File: src/rtl/adder_arb_pkg.sv
// Shared definitions for the adder arbiter: FSM state encoding, default
// datapath widths and the grant-statistics counter width.
package adder_arb_pkg;

  // FSM encoding is fixed so that state values are stable across builds.
  typedef enum logic [1:0] {
    IDLE = 2'd0,
    EXEC = 2'd1,
    CAPT = 2'd2,
    RESP = 2'd3
  } arb_state_t;

  localparam int DEF_WIDTH     = 8;
  localparam int DEF_OP_WIDTH  = 3;
  localparam int DEF_RES_WIDTH = 20;
  localparam int GCNT_W        = 16;

  localparam logic [GCNT_W-1:0] GCNT_MAX = '1;

  // Saturating increment for the per-requester grant counters.
  function automatic logic [GCNT_W-1:0] sat_inc(input logic [GCNT_W-1:0] v);
    return (v == GCNT_MAX) ? v : v + GCNT_W'(1);
  endfunction

endpackage

File: src/rtl/adder_arbiter_rr_pick.sv
// Combinational round-robin picker. Searches the request vector starting at
// (last + 1) mod NREQ and returns the first set bit as a one-hot grant and as
// an index, plus a flag saying whether any request was present.
module rr_pick #(
  parameter  int NREQ = 4,
  localparam int IDW  = $clog2(NREQ)
) (
  input  logic [NREQ-1:0] req,
  input  logic [IDW-1:0]  last,
  output logic [NREQ-1:0] grant,
  output logic [IDW-1:0]  idx,
  output logic            any
);

  // Candidate k is the requester k+1 positions after the last winner.
  logic [IDW-1:0]  cand_idx [NREQ];
  logic [NREQ-1:0] cand_v;

  for (genvar gi = 0; gi < NREQ; gi++) begin : g_cand
    logic [IDW:0] sum;
    // One extra bit is enough: sum never reaches 2*NREQ, so a single
    // conditional subtract implements the modulo for any NREQ.
    assign sum          = {1'b0, last} + (IDW+1)'(gi + 1);
    assign cand_idx[gi] = (sum >= (IDW+1)'(NREQ)) ? IDW'(sum - (IDW+1)'(NREQ))
                                                  : sum[IDW-1:0];
    assign cand_v[gi]   = req[cand_idx[gi]];
  end

  // First valid candidate in rotated order wins.
  always_comb begin
    any   = 1'b0;
    idx   = '0;
    grant = '0;
    for (int k = 0; k < NREQ; k++) begin
      if (cand_v[k] && !any) begin
        any = 1'b1;
        idx = cand_idx[k];
      end
    end
    if (any) begin
      grant = NREQ'(1) << idx;
    end
  end

endmodule

File: src/rtl/adder_arbiter.sv
// Round-robin sequencer that shares one registered adder datapath among NREQ
// requesters. One request is granted at a time, its operands are registered
// onto the datapath, the result is captured after DP_LAT cycles and returned
// with the requester id over a valid/ready response channel.
// Optional feature macro: ADDER_ARB_STATS_EN adds per-requester saturating
// 16-bit grant counters on output grant_cnt.
module adder_arbiter
  import adder_arb_pkg::*;
#(
  parameter  int NREQ      = 4,
  parameter  int WIDTH     = DEF_WIDTH,
  parameter  int OP_WIDTH  = DEF_OP_WIDTH,
  parameter  int RES_WIDTH = DEF_RES_WIDTH,
  parameter  int DP_LAT    = 1,
  localparam int IDW       = $clog2(NREQ)
) (
  input  logic                     clk,
  input  logic                     rst,
  input  logic [NREQ-1:0]          req_valid,
  output logic [NREQ-1:0]          req_ready,
  input  logic [NREQ*WIDTH-1:0]    req_a,
  input  logic [NREQ*WIDTH-1:0]    req_b,
  input  logic [NREQ*OP_WIDTH-1:0] req_op,
  input  logic [NREQ-1:0]          req_mode,
  output logic [WIDTH-1:0]         dp_a,
  output logic [WIDTH-1:0]         dp_b,
  output logic [OP_WIDTH-1:0]      dp_op,
  output logic                     dp_mode,
  input  logic [RES_WIDTH-1:0]     dp_result,
  input  logic                     dp_flag,
  output logic                     rsp_valid,
  input  logic                     rsp_ready,
  output logic [IDW-1:0]           rsp_id,
  output logic [RES_WIDTH-1:0]     rsp_result,
  output logic                     rsp_flag,
  output logic                     busy
`ifdef ADDER_ARB_STATS_EN
  ,
  output logic [NREQ*GCNT_W-1:0]   grant_cnt
`endif
);

  // Latency counter only needs to reach DP_LAT-1.
  localparam int CW = (DP_LAT > 1) ? $clog2(DP_LAT) : 1;

  arb_state_t      state_reg, state_next;
  logic [IDW-1:0]  last_grant_reg;
  logic [CW-1:0]   cnt_reg;

  logic [NREQ-1:0] pick_grant;
  logic [IDW-1:0]  pick_idx;
  logic            pick_any;
  logic            grant_fire;
  logic            dp_done;

  rr_pick #(
    .NREQ (NREQ)
  ) u_pick (
    .req   (req_valid),
    .last  (last_grant_reg),
    .grant (pick_grant),
    .idx   (pick_idx),
    .any   (pick_any)
  );

  // A grant happens only from IDLE; the response handshake cycle is RESP, so
  // the next grant is naturally one cycle after the response is accepted.
  assign grant_fire = (state_reg == IDLE) && pick_any;
  assign dp_done    = (cnt_reg == CW'(DP_LAT - 1));

  // State register.
  always_ff @(posedge clk) begin
    if (rst) begin
      state_reg <= IDLE;
    end else begin
      state_reg <= state_next;
    end
  end

  // Next-state logic and handshake outputs.
  always_comb begin
    state_next = state_reg;
    req_ready  = '0;
    rsp_valid  = 1'b0;
    busy       = 1'b1;
    case (state_reg)
      IDLE: begin
        busy = 1'b0;
        if (pick_any) begin
          req_ready  = pick_grant;
          state_next = EXEC;
        end
      end
      EXEC: begin
        if (dp_done) begin
          state_next = CAPT;
        end
      end
      CAPT: begin
        state_next = RESP;
      end
      RESP: begin
        rsp_valid = 1'b1;
        if (rsp_ready) begin
          state_next = IDLE;
        end
      end
      default: begin
        state_next = IDLE;
      end
    endcase
  end

  // Datapath latency counter, active only while waiting in EXEC.
  always_ff @(posedge clk) begin
    if (rst) begin
      cnt_reg <= '0;
    end else if (state_reg == EXEC) begin
      cnt_reg <= dp_done ? '0 : cnt_reg + CW'(1);
    end else begin
      cnt_reg <= '0;
    end
  end

  // Latch the winner's operands and id on the grant edge; they stay stable
  // until the next grant so the datapath sees constant inputs.
  always_ff @(posedge clk) begin
    if (rst) begin
      dp_a           <= '0;
      dp_b           <= '0;
      dp_op          <= '0;
      dp_mode        <= 1'b0;
      rsp_id         <= '0;
      last_grant_reg <= IDW'(NREQ - 1);
    end else if (grant_fire) begin
      dp_a           <= req_a[pick_idx*WIDTH +: WIDTH];
      dp_b           <= req_b[pick_idx*WIDTH +: WIDTH];
      dp_op          <= req_op[pick_idx*OP_WIDTH +: OP_WIDTH];
      dp_mode        <= req_mode[pick_idx];
      rsp_id         <= pick_idx;
      last_grant_reg <= pick_idx;
    end
  end

  // Capture the datapath result once the latency has elapsed.
  always_ff @(posedge clk) begin
    if (rst) begin
      rsp_result <= '0;
      rsp_flag   <= 1'b0;
    end else if (state_reg == CAPT) begin
      rsp_result <= dp_result;
      rsp_flag   <= dp_flag;
    end
  end

`ifdef ADDER_ARB_STATS_EN
  for (genvar gi = 0; gi < NREQ; gi++) begin : g_stats
    logic [GCNT_W-1:0] gcnt_reg;
    // Count grants to requester gi, sticking at the maximum value.
    always_ff @(posedge clk) begin
      if (rst) begin
        gcnt_reg <= '0;
      end else if (grant_fire && pick_grant[gi]) begin
        gcnt_reg <= sat_inc(gcnt_reg);
      end
    end
    assign grant_cnt[gi*GCNT_W +: GCNT_W] = gcnt_reg;
  end
`endif

endmodule
File: config.mk
export PLATFORM = sky130hd
export DESIGN_NAME = adder_arbiter
export DESIGN_NICKNAME = d
export VERILOG_FILES = /design/src/rtl/adder_arb_pkg.sv /design/src/rtl/adder_arbiter_rr_pick.sv /design/src/rtl/adder_arbiter.sv
export SDC_FILE = /design/constraint.sdc
export NUM_CORES = 1
export LEC_CHECK = 0
export CAP_MARGIN = 20
export CORE_MARGIN = 3
export CORE_UTILIZATION = 37
export CTS_CLUSTER_DIAMETER = 150
export CTS_CLUSTER_SIZE = 24
export DETAILED_ROUTE_END_ITERATION = 12
export PLACE_DENSITY = 0.92
export SKIP_CTS_REPAIR_TIMING = 1
export SLEW_MARGIN = 20
export SYNTH_ARGS = -nofsm -noshare
export SYNTH_HDL_FRONTEND = slang
export SYNTH_SLANG_ARGS = --single-unit
File: constraint.sdc
create_clock -name clk -period 2.4 [get_ports clk]
set_input_delay 0.48 -clock clk [delete_from_list [all_inputs] [get_ports clk]]
set_output_delay 0.48 -clock clk [all_outputs]
set_load 0.05 [all_outputs]
; ---- After elaboration in Yosys (flattened, before gate mapping)
; Index checks and enable logic that the tools add are counted.
[op_classes]
add_sub_neg = 9
multipliers = 1
magnitude_cmp = 9
n_eq_ne = 6
shifts = 4
muxes = 30
bitwise = 2
reduce_logical = 10
[op_table]
columns = cell, n
row1 = $shiftx A32 B6 Y8, 2
row2 = $mux W2, 11
row3 = $lt A2 B3 Y1 const B, 5
row4 = $ge A3 B3 Y1 const B, 4
row5 = $shiftx A12 B5 Y3, 1
row6 = $mux W1, 11
row7 = $bmux W1 S2, 5
row8 = $mux W4, 2
row9 = $pmux W2 S4, 1
row10 = $sub A2 B1 Y2 const B, 4
row11 = $add A2 B2 Y3 const B, 2
row12 = $ne A2 B2 Y1 const B, 3
row13 = $eq A2 B2 Y1 const B, 2
row14 = $logic_and A1 B1 Y1, 4
row15 = $mul A2 B2 Y4 const B, 1
row16 = $shl A1 B2 Y4 const A, 1
row17 = $add A2 B1 Y3 const B, 1
row18 = $add A2 B3 Y3 const B, 1
row19 = $logic_not A1 Y1, 3
row20 = $reduce_and A3 Y1, 1
row21 = $reduce_or A3 Y1, 1
row22 = $eq A2 B1 Y1 const B, 1
row23 = $logic_not A2 Y1, 1
row24 = $not A1 Y1, 2
row25 = $add A1 B1 Y1 const B, 1
[totals]
regBits = 48
inputBits = 108
output_inout_bits = 49
wordCells = 81

; ---- Longest topological paths before layout
; Gate-level depths: netlist of run 1.
[logic_depth]
depth_word = 18
depth_mapped = 8
depth_no_buf = 7

; ---- Hierarchy
; Synthesis of run 1 repeated with hierarchy kept, for this count alone.
[unflattened]
hier_cells = 252
area_unflattened_um2 = 2466.1
[by_module_without_submodules]
columns = mod, instances, cells_each, area_per_inst_um2, seq_area_each_um2
row1 = adder_arbiter, 1, 225, 2307.2, 960.9
row2 = rr_pick, 1, 27, 158.9, 0.0

; ---- Worst setup path before layout of run 1
; No wires, ideal clock.
[synth_path]
kind = input to output
from = input req_valid[1]
to = output req_ready[1]
arrival_time_ps = 2158
required_time_ps = 1920
setup_slack_ps = -238
cell_stages = 5
path_buffers = 1
cell_sequence = nor2b_1 > o2bb2ai_1 > a21oi_4 > buf_2 > nor3_1
[synth_via]
elab_chain_cells = 15
elab_cells_between_ends = 25
classes_between = 1 x shift / 18 x mux / 6 x reduce/logical
[synth_lines]
columns = item, line_no
row1 = start: declaration, adder_arbiter.sv:19  ; input logic [NREQ-1:0] req_valid,
row2 = $bmux W1 S2, adder_arbiter_rr_pick.sv:26  ; assign cand_v[gi] = req[cand_idx[gi]];
row3 = $mux W1 (implied by the code), adder_arbiter_rr_pick.sv:26
row4 = $mux W1, adder_arbiter_rr_pick.sv:35  ; if (cand_v[k] && !any) begin
row5 = $logic_not A1 Y1, adder_arbiter_rr_pick.sv:35
row6 = $logic_and A1 B1 Y1, adder_arbiter_rr_pick.sv:35
row7 = $mux W1, adder_arbiter_rr_pick.sv:35
row8 = $logic_not A1 Y1, adder_arbiter_rr_pick.sv:35
row9 = $logic_and A1 B1 Y1, adder_arbiter_rr_pick.sv:35
row10 = $mux W1, adder_arbiter_rr_pick.sv:35
row11 = $logic_not A1 Y1, adder_arbiter_rr_pick.sv:35
row12 = $logic_and A1 B1 Y1, adder_arbiter_rr_pick.sv:35
row13 = $mux W2, adder_arbiter_rr_pick.sv:35
row14 = $shl A1 B2 Y4, adder_arbiter_rr_pick.sv:41  ; grant = NREQ'(1) << idx;
row15 = $mux W4 (*), adder_arbiter.sv:89  ; if (pick_any) begin
row16 = $mux W4 (*), adder_arbiter.sv:86  ; case (state_reg)
row17 = end: declaration, adder_arbiter.sv:20  ; output logic [NREQ-1:0] req_ready,
; Every way passes the cells marked *; elsewhere a longest branch is shown, timed or not. The select of a mux whose other input is x is not followed.

; ---- Worst setup path in the final report of run 1
[layout_path]
from = input req_valid[2]
to = output req_ready[3]
; Same word-level chain as after synthesis.

==> impl_metrics.sql, run 1 <==
INSERT INTO impl_metrics (metric_group, metric, value, unit) VALUES
('power', 'power_density', '1130', 'nW/um2'),
('layout', 'area_growth', '76.9', '%'),
('timing', 'rsz0062_at_grt', 'false', ''),
('detailed_routing', 'detailedRoute.firstIterationViolations', '52', ''),
('synthesis', 'synth.top_cells.by_area', 'sky130_fd_sc_hd__dfxtp_1 39%, sky130_fd_sc_hd__mux2i_1 25%, sky130_fd_sc_hd__o221ai_2 12%', ''),
('synthesis', 'mappedNetlistNets', '351', ''),
('setup_path', 'cp_top_family', 'buffers and inverters', ''),
('setup_path', 'critPathSlowestCell', 'sky130_fd_sc_hd__clkdlybuf4s50_1', ''),
('synthesis', 'netlist_area', '2430', 'um2'),
('global_routing', 'grt_first_pass_wirelength', '11600', 'um'),
('placement', 'place_hpwl', '6090', 'um'),
('power', 'comb_power_share', '64.3', '%'),
('layout', 'postLayoutCoreUtil', '70.2', '%'),
('detailed_routing', 'route.detailed.vias_per_inst', '5.05', ''),
('die', 'core', '6130', 'um2'),
('synthesis', 'synth_largest_area_cell', 'sky130_fd_sc_hd__dfxtp_1', ''),
('synthesis', 'synthArstFlopShare', '0', '%'),
('setup_path', 'category_of_the_most_critical_setup_path', 'primary input to output port', ''),
('timing', 'finalSetupViolCount', '0', ''),
('layout', 'fill_cells', '463', ''),
('setup_path', 'cp.arrival', '1.84', 'ns'),
('setup_path', 'critPathLaunchType', 'primary input', ''),
('global_routing', 'largest_net_degree_at_the_start_of_global_routing', '35', ''),
('detailed_routing', 'postRouteAntennaNets', '0', ''),
('global_routing', 'gr-usage-all-layers', '19.2', '%'),
('synthesis', 'synth_edf_count', '0', ''),
('synthesis', 'synth_largest_type_area_fraction', '39.5', '%'),
('power', 'total_leakage_power', '1.73', 'nW'),
('global_routing', 'first_global_vias', '2525', ''),
('die', 'start_util', '39.7', '%'),
('power', 'power_switching', '2.32', 'mW'),
('timing', 'skew', '0.0136', 'ns'),
('detailed_routing', 'drc_errors', '0', ''),
('detailed_routing', 'drt_wl_total', '7760', 'um'),
('timing', 'totalNegativeSetupSlack', '0', 'ns'),
('power', 'ir_worst_vdd', '0.675', 'mV'),
('global_routing', 'antenna_found_initial', '0', ''),
('clock_network', 'clk_pin_slew_worst_paths', '0.08', 'ns'),
('clock_network', 'cts_htree_levels', '2', ''),
('worst_hold_path', 'min-delay-path-class', 'flip-flop to flip-flop', ''),
('clock_network', 'insertion_delay', '0.30', 'ns'),
('timing', 'timing.final.crit_share', '96.8', '%'),
('synthesis', 'yosys.cell_count.top_type', 'sky130_fd_sc_hd__mux2i_1', ''),
('synthesis', 'instance_count_of_the_mapped_netlist', '239', ''),
('synthesis', 'ys_warn_count', '0', ''),
('placement', 'routabilityCongestion', '0.767', ''),
('layout', 'diodes', '0', ''),
('timing', 'finalWorstPathRequiredPeriod', '2.32', 'ns'),
('status', 'outcome', 'completed', ''),
('power', 'clock_power_share', '9.9', '%'),
('clock_network', 'cts_made_buffers', '5', ''),
('power', 'power.share.switching', '47.6', '%'),
('timing', 'max_slew_headroom', '64.3', '%'),
('setup_path', 'endpoint_kind_of_the_worst_setup_timing_path', 'output port', ''),
('die', 'fp.dieArea', '7590', 'um2'),
('synthesis', 'synth.avg_cell_area', '10.2', 'um2'),
('job', 'cap_violations', '0', ''),
('synthesis', 'synth.distinct_cells', '30', ''),
('timing', 'worst_slew_pin_slew', '0.534', 'ns'),
('die', 'chipWidth', '87.1', 'um'),
('synthesis', 'synth-seq-area-share', '39.5', '%'),
('synthesis', 'synth_ff_type', 'sky130_fd_sc_hd__dfxtp_1', ''),
('timing', 'fmax', '0.430', 'GHz'),
('layout', 'largest_register_by_flop_count', 'rsp_result', ''),
('timing', 'timing_max_transition_violations_final', '0', ''),
('clock_network', 'tritoncts', 'yes', ''),
('clock_network', 'cts_sinks', '48', ''),
('power', 'sequential_share_of_power', '25.8', '%'),
('detailed_routing', 'wl_per_cell', '16.3', 'um'),
('clock_network', 'max-clock-path-buffers', '2', ''),
('layout', 'finalNetCount', '511', '');
area by class of cell:
cell class | instances | share of cell area [%]
clock buffer | 5 | 1.60
clock inverter | 3 | 0.523
inverter | 7 | 0.610
multi-input combinational | 167 | 32.3
sequential | 48 | 22.3
tap | 75 | 2.18
timing repair buffer | 170 | 40.4
power groups by stage:
stage	registers [mW]	clock network (mW)	logic, mW
5_1_grt	1.30	0.541	3.32
4_1_cts	1.26	0.505	3.12
3_3_place_gp	1.26	0	3.06
2_1_floorplan	2.11	0	1.18
6_report	1.26	0.483	3.14
3_5_place_dp	1.27	0	3.11
worst reg2reg max path, cell delays in order, from the launching register on:
cell and delay [ns]:
sky130_fd_sc_hd__dfxtp_2 0.44, sky130_fd_sc_hd__mux2i_2 0.28, sky130_fd_sc_hd__o2bb2ai_2 0.12, sky130_fd_sc_hd__a21oi_4 0.23, sky130_fd_sc_hd__buf_12 0.28, sky130_fd_sc_hd__mux2i_1 0.33
sky130_fd_sc_hd__o221ai_2 0.14
logic make-up after synthesis:
kind of cell	after synthesis	share of synthesized area (%)
AOI/OAI and AO/OA	37	17.5
DFF	48	39.5
muxes	62	25.5
adders and majority gates	4	2.06
other	1	0.154
and+or+nand+nor	63	10.5
buffers and inverters	24	4.83
cell usage in the layout (no fill, tap or decap), types with 2 or more instances in the layout:
cell type                           n
sky130_fd_sc_hd__o22ai_1            2
sky130_fd_sc_hd__a21oi_1            4
sky130_fd_sc_hd__buf_4             12
sky130_fd_sc_hd__ha_1               4
sky130_fd_sc_hd__o221ai_2          20
sky130_fd_sc_hd__buf_12             6
sky130_fd_sc_hd__dfxtp_1           47
sky130_fd_sc_hd__clkdlybuf4s50_1  148
sky130_fd_sc_hd__a211oi_1           2
sky130_fd_sc_hd__a21oi_2            2
sky130_fd_sc_hd__dlymetal6s2s_1     3
sky130_fd_sc_hd__clkbuf_8           5
sky130_fd_sc_hd__nor2_1            30
sky130_fd_sc_hd__inv_1              7
sky130_fd_sc_hd__nand2_1           25
sky130_fd_sc_hd__nor2_2             2
sky130_fd_sc_hd__mux2i_1           61
path summary, 6_finish.rpt:
path | startpoint | endpoint | slack (ns) | cells after the start
setup / recovery | req_valid[2] | req_ready[3] | 0.08 | 6
hold / removal | dp_b[4] | dp_b[4] | 0.47 | 2
setup reg to reg | last_grant_reg[1] | dp_b[3] | 0.45 | 6
hold reg to reg | dp_b[4] | dp_b[4] | 0.47 | 2
routing by layer:
layer / vias up / global-route usage [%] / share of wire (%)
li1: 1170 / - / -
met1: 1107 / 20.6 / 37
met2: 119 / 35.3 / 49
met3: 4 / 8.80 / 13
met4: 0 / 2.51 / 0.49
met5: - / 0 / 0
per-stage QoR:
stage	cell area, um2	worst slack (ns)	std cells	hold slack, ns	power [mW]
after floorplan	2440	0.0161	239	0.464	3.29
after global placement	4160	-0.0433	466	0.446	4.31
after detailed placement	4160	-0.155	466	0.450	4.38
after CTS	4260	-0.159	474	0.475	4.88
after global routing	4310	0.00264	475	0.498	5.16
final	4310	0.0760	475	0.472	4.88
Power figures use the tool's default switching activity.
==> run 2, diff against run 1 <==
--- a/config.mk
+++ b/config.mk
@@ -7,11 +7,12 @@
 export LEC_CHECK = 0
 export CAP_MARGIN = 20
 export CORE_MARGIN = 3
-export CORE_UTILIZATION = 37
+export CORE_UTILIZATION = 34
+export CTS_BUF_LIST = sky130_fd_sc_hd__clkbuf_8
 export CTS_CLUSTER_DIAMETER = 150
 export CTS_CLUSTER_SIZE = 24
 export DETAILED_ROUTE_END_ITERATION = 12
-export PLACE_DENSITY = 0.92
+export PLACE_DENSITY = 0.89
 export SKIP_CTS_REPAIR_TIMING = 1
 export SLEW_MARGIN = 20
 export SYNTH_ARGS = -nofsm -noshare
==> constraint.sdc (replaced) <==
create_clock -name clk -period 2 [get_ports clk]
set_input_delay 0.4 -clock clk [delete_from_list [all_inputs] [get_ports clk]]
set_output_delay 0.4 -clock clk [all_outputs]
set_load 0.05 [all_outputs]
==> run 2 against run 1 <==
The run now ends with negative setup slack left. Global-route usage shrank 1.3 points. Register-to-register slack lost 0.29 ns. Non-clock buffer count grew 5. Final cell count grew 5.5%. Critical path type is now flip-flop to output port. Largest cell class unchanged.
==> impl_metrics.sql, run 2 (synthesis results as in run 1) <==
INSERT INTO impl_metrics (metric_group, metric, value, unit) VALUES
('status', 'outcome', 'finished, violations left', ''),
('status', 'failing_checks', 'negative setup slack', ''),
('timing', 'final_critical_path_setup_slack', '-0.0855', 'ns'),
('setup_path', 'timing.critical_path.buf_inv', '1', ''),
('die', 'chipWidth', '90.6', 'um'),
('layout', 'final_common_cell', 'sky130_fd_sc_hd__clkdlybuf4s50_1', ''),
('placement', 'place_hpwl', '5930', 'um'),
('detailed_routing', 'vias', '2470', ''),
('setup_path', 'critPathRequiredTime', '1.60', 'ns'),
('detailed_routing', 'postRouteAntennaNets', '0', ''),
('timing', 'timing_max_transition_violations_final', '0', ''),
('setup_path', 'cp_top_family', 'flip-flops', ''),
('detailed_routing', 'drt_wl_total', '7780', 'um'),
('clock_network', 'tritoncts', 'yes', ''),
('power', 'power_switching', '2.88', 'mW'),
('global_routing', 'first_global_vias', '2560', ''),
('timing', 'timing.final.crit_share', '104', '%'),
('worst_hold_path', 'worstHoldEndpoint', 'dp_a[4]', ''),
('layout', 'largest_register_by_flop_count', 'rsp_result', ''),
('setup_path', 'timing.rr.start', 'last_grant_reg[1]', ''),
('layout', 'largest_register_ff_count', '20', ''),
('worst_hold_path', 'min-delay-path-class', 'flip-flop to flip-flop', ''),
('global_routing', 'antenna_found_initial', '0', ''),
('setup_path', 'critPathLaunchType', 'flip-flop', ''),
('clock_network', 'clk_pin_slew_worst_paths', '0.09', 'ns'),
('layout', 'finalNetCount', '516', ''),
('detailed_routing', 'first_pass_iters', '4', ''),
('setup_path', 'category_of_the_most_critical_setup_path', 'flip-flop to output port', ''),
('global_routing', 'grt_remaining_overflow', '0', ''),
('layout', 'area_growth', '82.3', '%'),
('worst_hold_path', 'hold_start', 'dp_a[4]', ''),
('die', 'start_util', '35.4', '%'),
('layout', 'count_of_non_filler_cells_in_the_finished_layout', '501', ''),
('clock_network', 'insertion_delay', '0.30', 'ns'),
('placement', 'dp.cells', '492', ''),
('clock_network', 'max-clock-path-buffers', '2', ''),
('placement', 'buffer_ports.inserted', '156', ''),
('power', 'ir_worst_vdd', '0.611', 'mV'),
('setup_path', 'worst_path_largest_cell_delay', '0.42', 'ns'),
('setup_path', 'endpoint_kind_of_the_worst_setup_timing_path', 'output port', ''),
('layout', 'postLayoutCoreUtil', '64.6', '%'),
('layout', 'largestRegisters', 'rsp_result x20, dp_a x8, dp_b x8', ''),
('layout', 'fill_cells', '558', ''),
('power', 'finalPower', '6.11', 'mW'),
('power', 'clock_power_share', '9.9', '%'),
('global_routing', 'largest_net_degree_at_the_start_of_global_routing', '41', ''),
('timing', 'finalWorstPathRequiredPeriod', '2.09', 'ns'),
('power', 'sequential_share_of_power', '25.0', '%'),
('detailed_routing', 'wl_per_cell', '15.5', 'um'),
('die', 'number_of_core_rows', '30', ''),
('die', 'vertical_die_dimension', '90.6', 'um'),
('setup_path', 'worst_reg2reg_endpoint', 'dp_b[6]', ''),
('clock_network', 'cts_sinks', '48', ''),
('global_routing', 'grt_first_pass_wirelength', '12200', 'um'),
('setup_path', 'setup.reg_to_reg.worst_slack', '0.16', 'ns'),
('placement', 'placement.setup.worst_slack', '-0.448', 'ns'),
('power', 'total_leakage_power', '1.79', 'nW'),
('power', 'power_density', '1380', 'nW/um2'),
('timing', 'timing.final.hold_violations', '0', ''),
('layout', 'diodes', '0', ''),
('layout', 'mostFrequentLayoutCells', '144 x sky130_fd_sc_hd__clkdlybuf4s50_1, 61 x sky130_fd_sc_hd__mux2i_1, 46 x sky130_fd_sc_hd__dfxtp_1', ''),
('timing', 'rsz0062_at_grt', 'true', ''),
('clock_network', 'cts_made_buffers', '5', ''),
('power', 'intPower', '3.22', 'mW'),
('die', 'core', '6870', 'um2'),
('setup_path', 'critPathSlowestCell', 'sky130_fd_sc_hd__dfxtp_4', ''),
('setup_path', 'cp.arrival', '1.69', 'ns'),
('power', 'comb_power_share', '65.1', '%'),
('setup_path', 'worst-path-max-fanout', '8', ''),
('detailed_routing', 'route.detailed.vias_per_inst', '4.93', ''),
('timing', 'fmax', '0.480', 'GHz'),
('layout', 'drive_gt1_share', '18.8', '%'),
('timing', 'worst_slew_pin_slew', '0.544', 'ns'),
('die', 'fp.dieArea', '8210', 'um2'),
('timing', 'finalSetupViolCount', '4', ''),
('job', 'cap_violations', '0', ''),
('global_routing', 'gr-usage-all-layers', '17.9', '%'),
('placement', 'routabilityCongestion', '0.896', ''),
('timing', 'max_slew_headroom', '63.6', '%'),
('die', 'num_io_pins', '157', ''),
('detailed_routing', 'drc_errors', '0', ''),
('setup_path', 'cp_cell_sequence', 'mux2i_2 > o2bb2ai_2 > a21oi_2 > nand2_2 > nor2_4 > buf_12', ''),
('power', 'power.share.switching', '47.2', '%'),
('clock_network', 'cts_htree_levels', '2', ''),
('worst_hold_path', 'hold_depth', '2', ''),
('timing', 'skew', '0.00335', 'ns'),
('clock_network', 'clk_root_buffer_cell', 'sky130_fd_sc_hd__clkbuf_8', ''),
('setup_path', 'ff2ff_path_depth', '6', ''),
('detailed_routing', 'detailedRoute.firstIterationViolations', '63', '');
## run 2: changes by cell type in the layout (fill, tap and decap cells not counted), sizes merged
| cell | previous run | this run |
|---|---|---|
| clkbuf | 5 | 6 |
| inv | 8 | 7 |
| buf | 19 | 27 |
| dlymetal6s2s | 3 | 4 |
| clkdlybuf4s50 | 148 | 144 |
## run 2: worst max-delay path by stage
stage	from	endpoint	slack (ns)	depth (start not counted)
global placement	req_valid[0]	req_ready[3]	-0.37	7
CTS	req_valid[0]	req_ready[3]	-0.46	7
finish	last_grant_reg[1]	req_ready[0]	-0.09	6
floorplan	last_grant_reg[1]	req_ready[1]	-0.11	6
global route	last_grant_reg[0]	req_ready[3]	-0.19	6
detailed placement	req_valid[0]	req_ready[3]	-0.45	7
## run 2: power groups by stage
stage                     clock (mW)  sequential [mW]  combinational, mW
after floorplan                    0             2.53               1.44
after CTS                      0.630             1.51               3.84
after global placement             0             1.51               3.76
after global routing           0.672             1.57               4.18
final                          0.605             1.53               3.98
after detailed placement           0             1.52               3.83
## run 2: cell type report
type	instances	area [um2]	area share [%]
repair buffers	175	1780	40.0
multi-input cells	167	1460	32.8
flip-flops and latches	48	966	21.8
well taps	96	120	2.71
clock buffers	6	82.6	1.86
inverters	7	26.3	0.592
clock inverters	2	10.0	0.225
## run 2: routing by layer
metal  global-route usage, %  vias up  wire length, um
met5                       0        -                0
met1                    19.9     1152             2950
met2                    30.1      120             3870
met4                    5.87        0              118
li1                        -     1190                -
met3                    8.50        8              841
## run 2: through the flow
step                area [um2]  hold slack, ns  TNS (ns)
finish                    4440           0.471    -0.272
global route              4440           0.499    -0.634
CTS                       4330           0.474     -2.12
detailed placement        4230           0.451     -8.62
global placement          4230           0.447     -7.23
floorplan                 2450           0.464    -0.279
## run 2: worst min-delay path: stages (launching register included)
cell	delay, ns
sky130_fd_sc_hd__dfxtp_1	0.33
sky130_fd_sc_hd__nand2_1	0.06
sky130_fd_sc_hd__o221ai_2	0.05
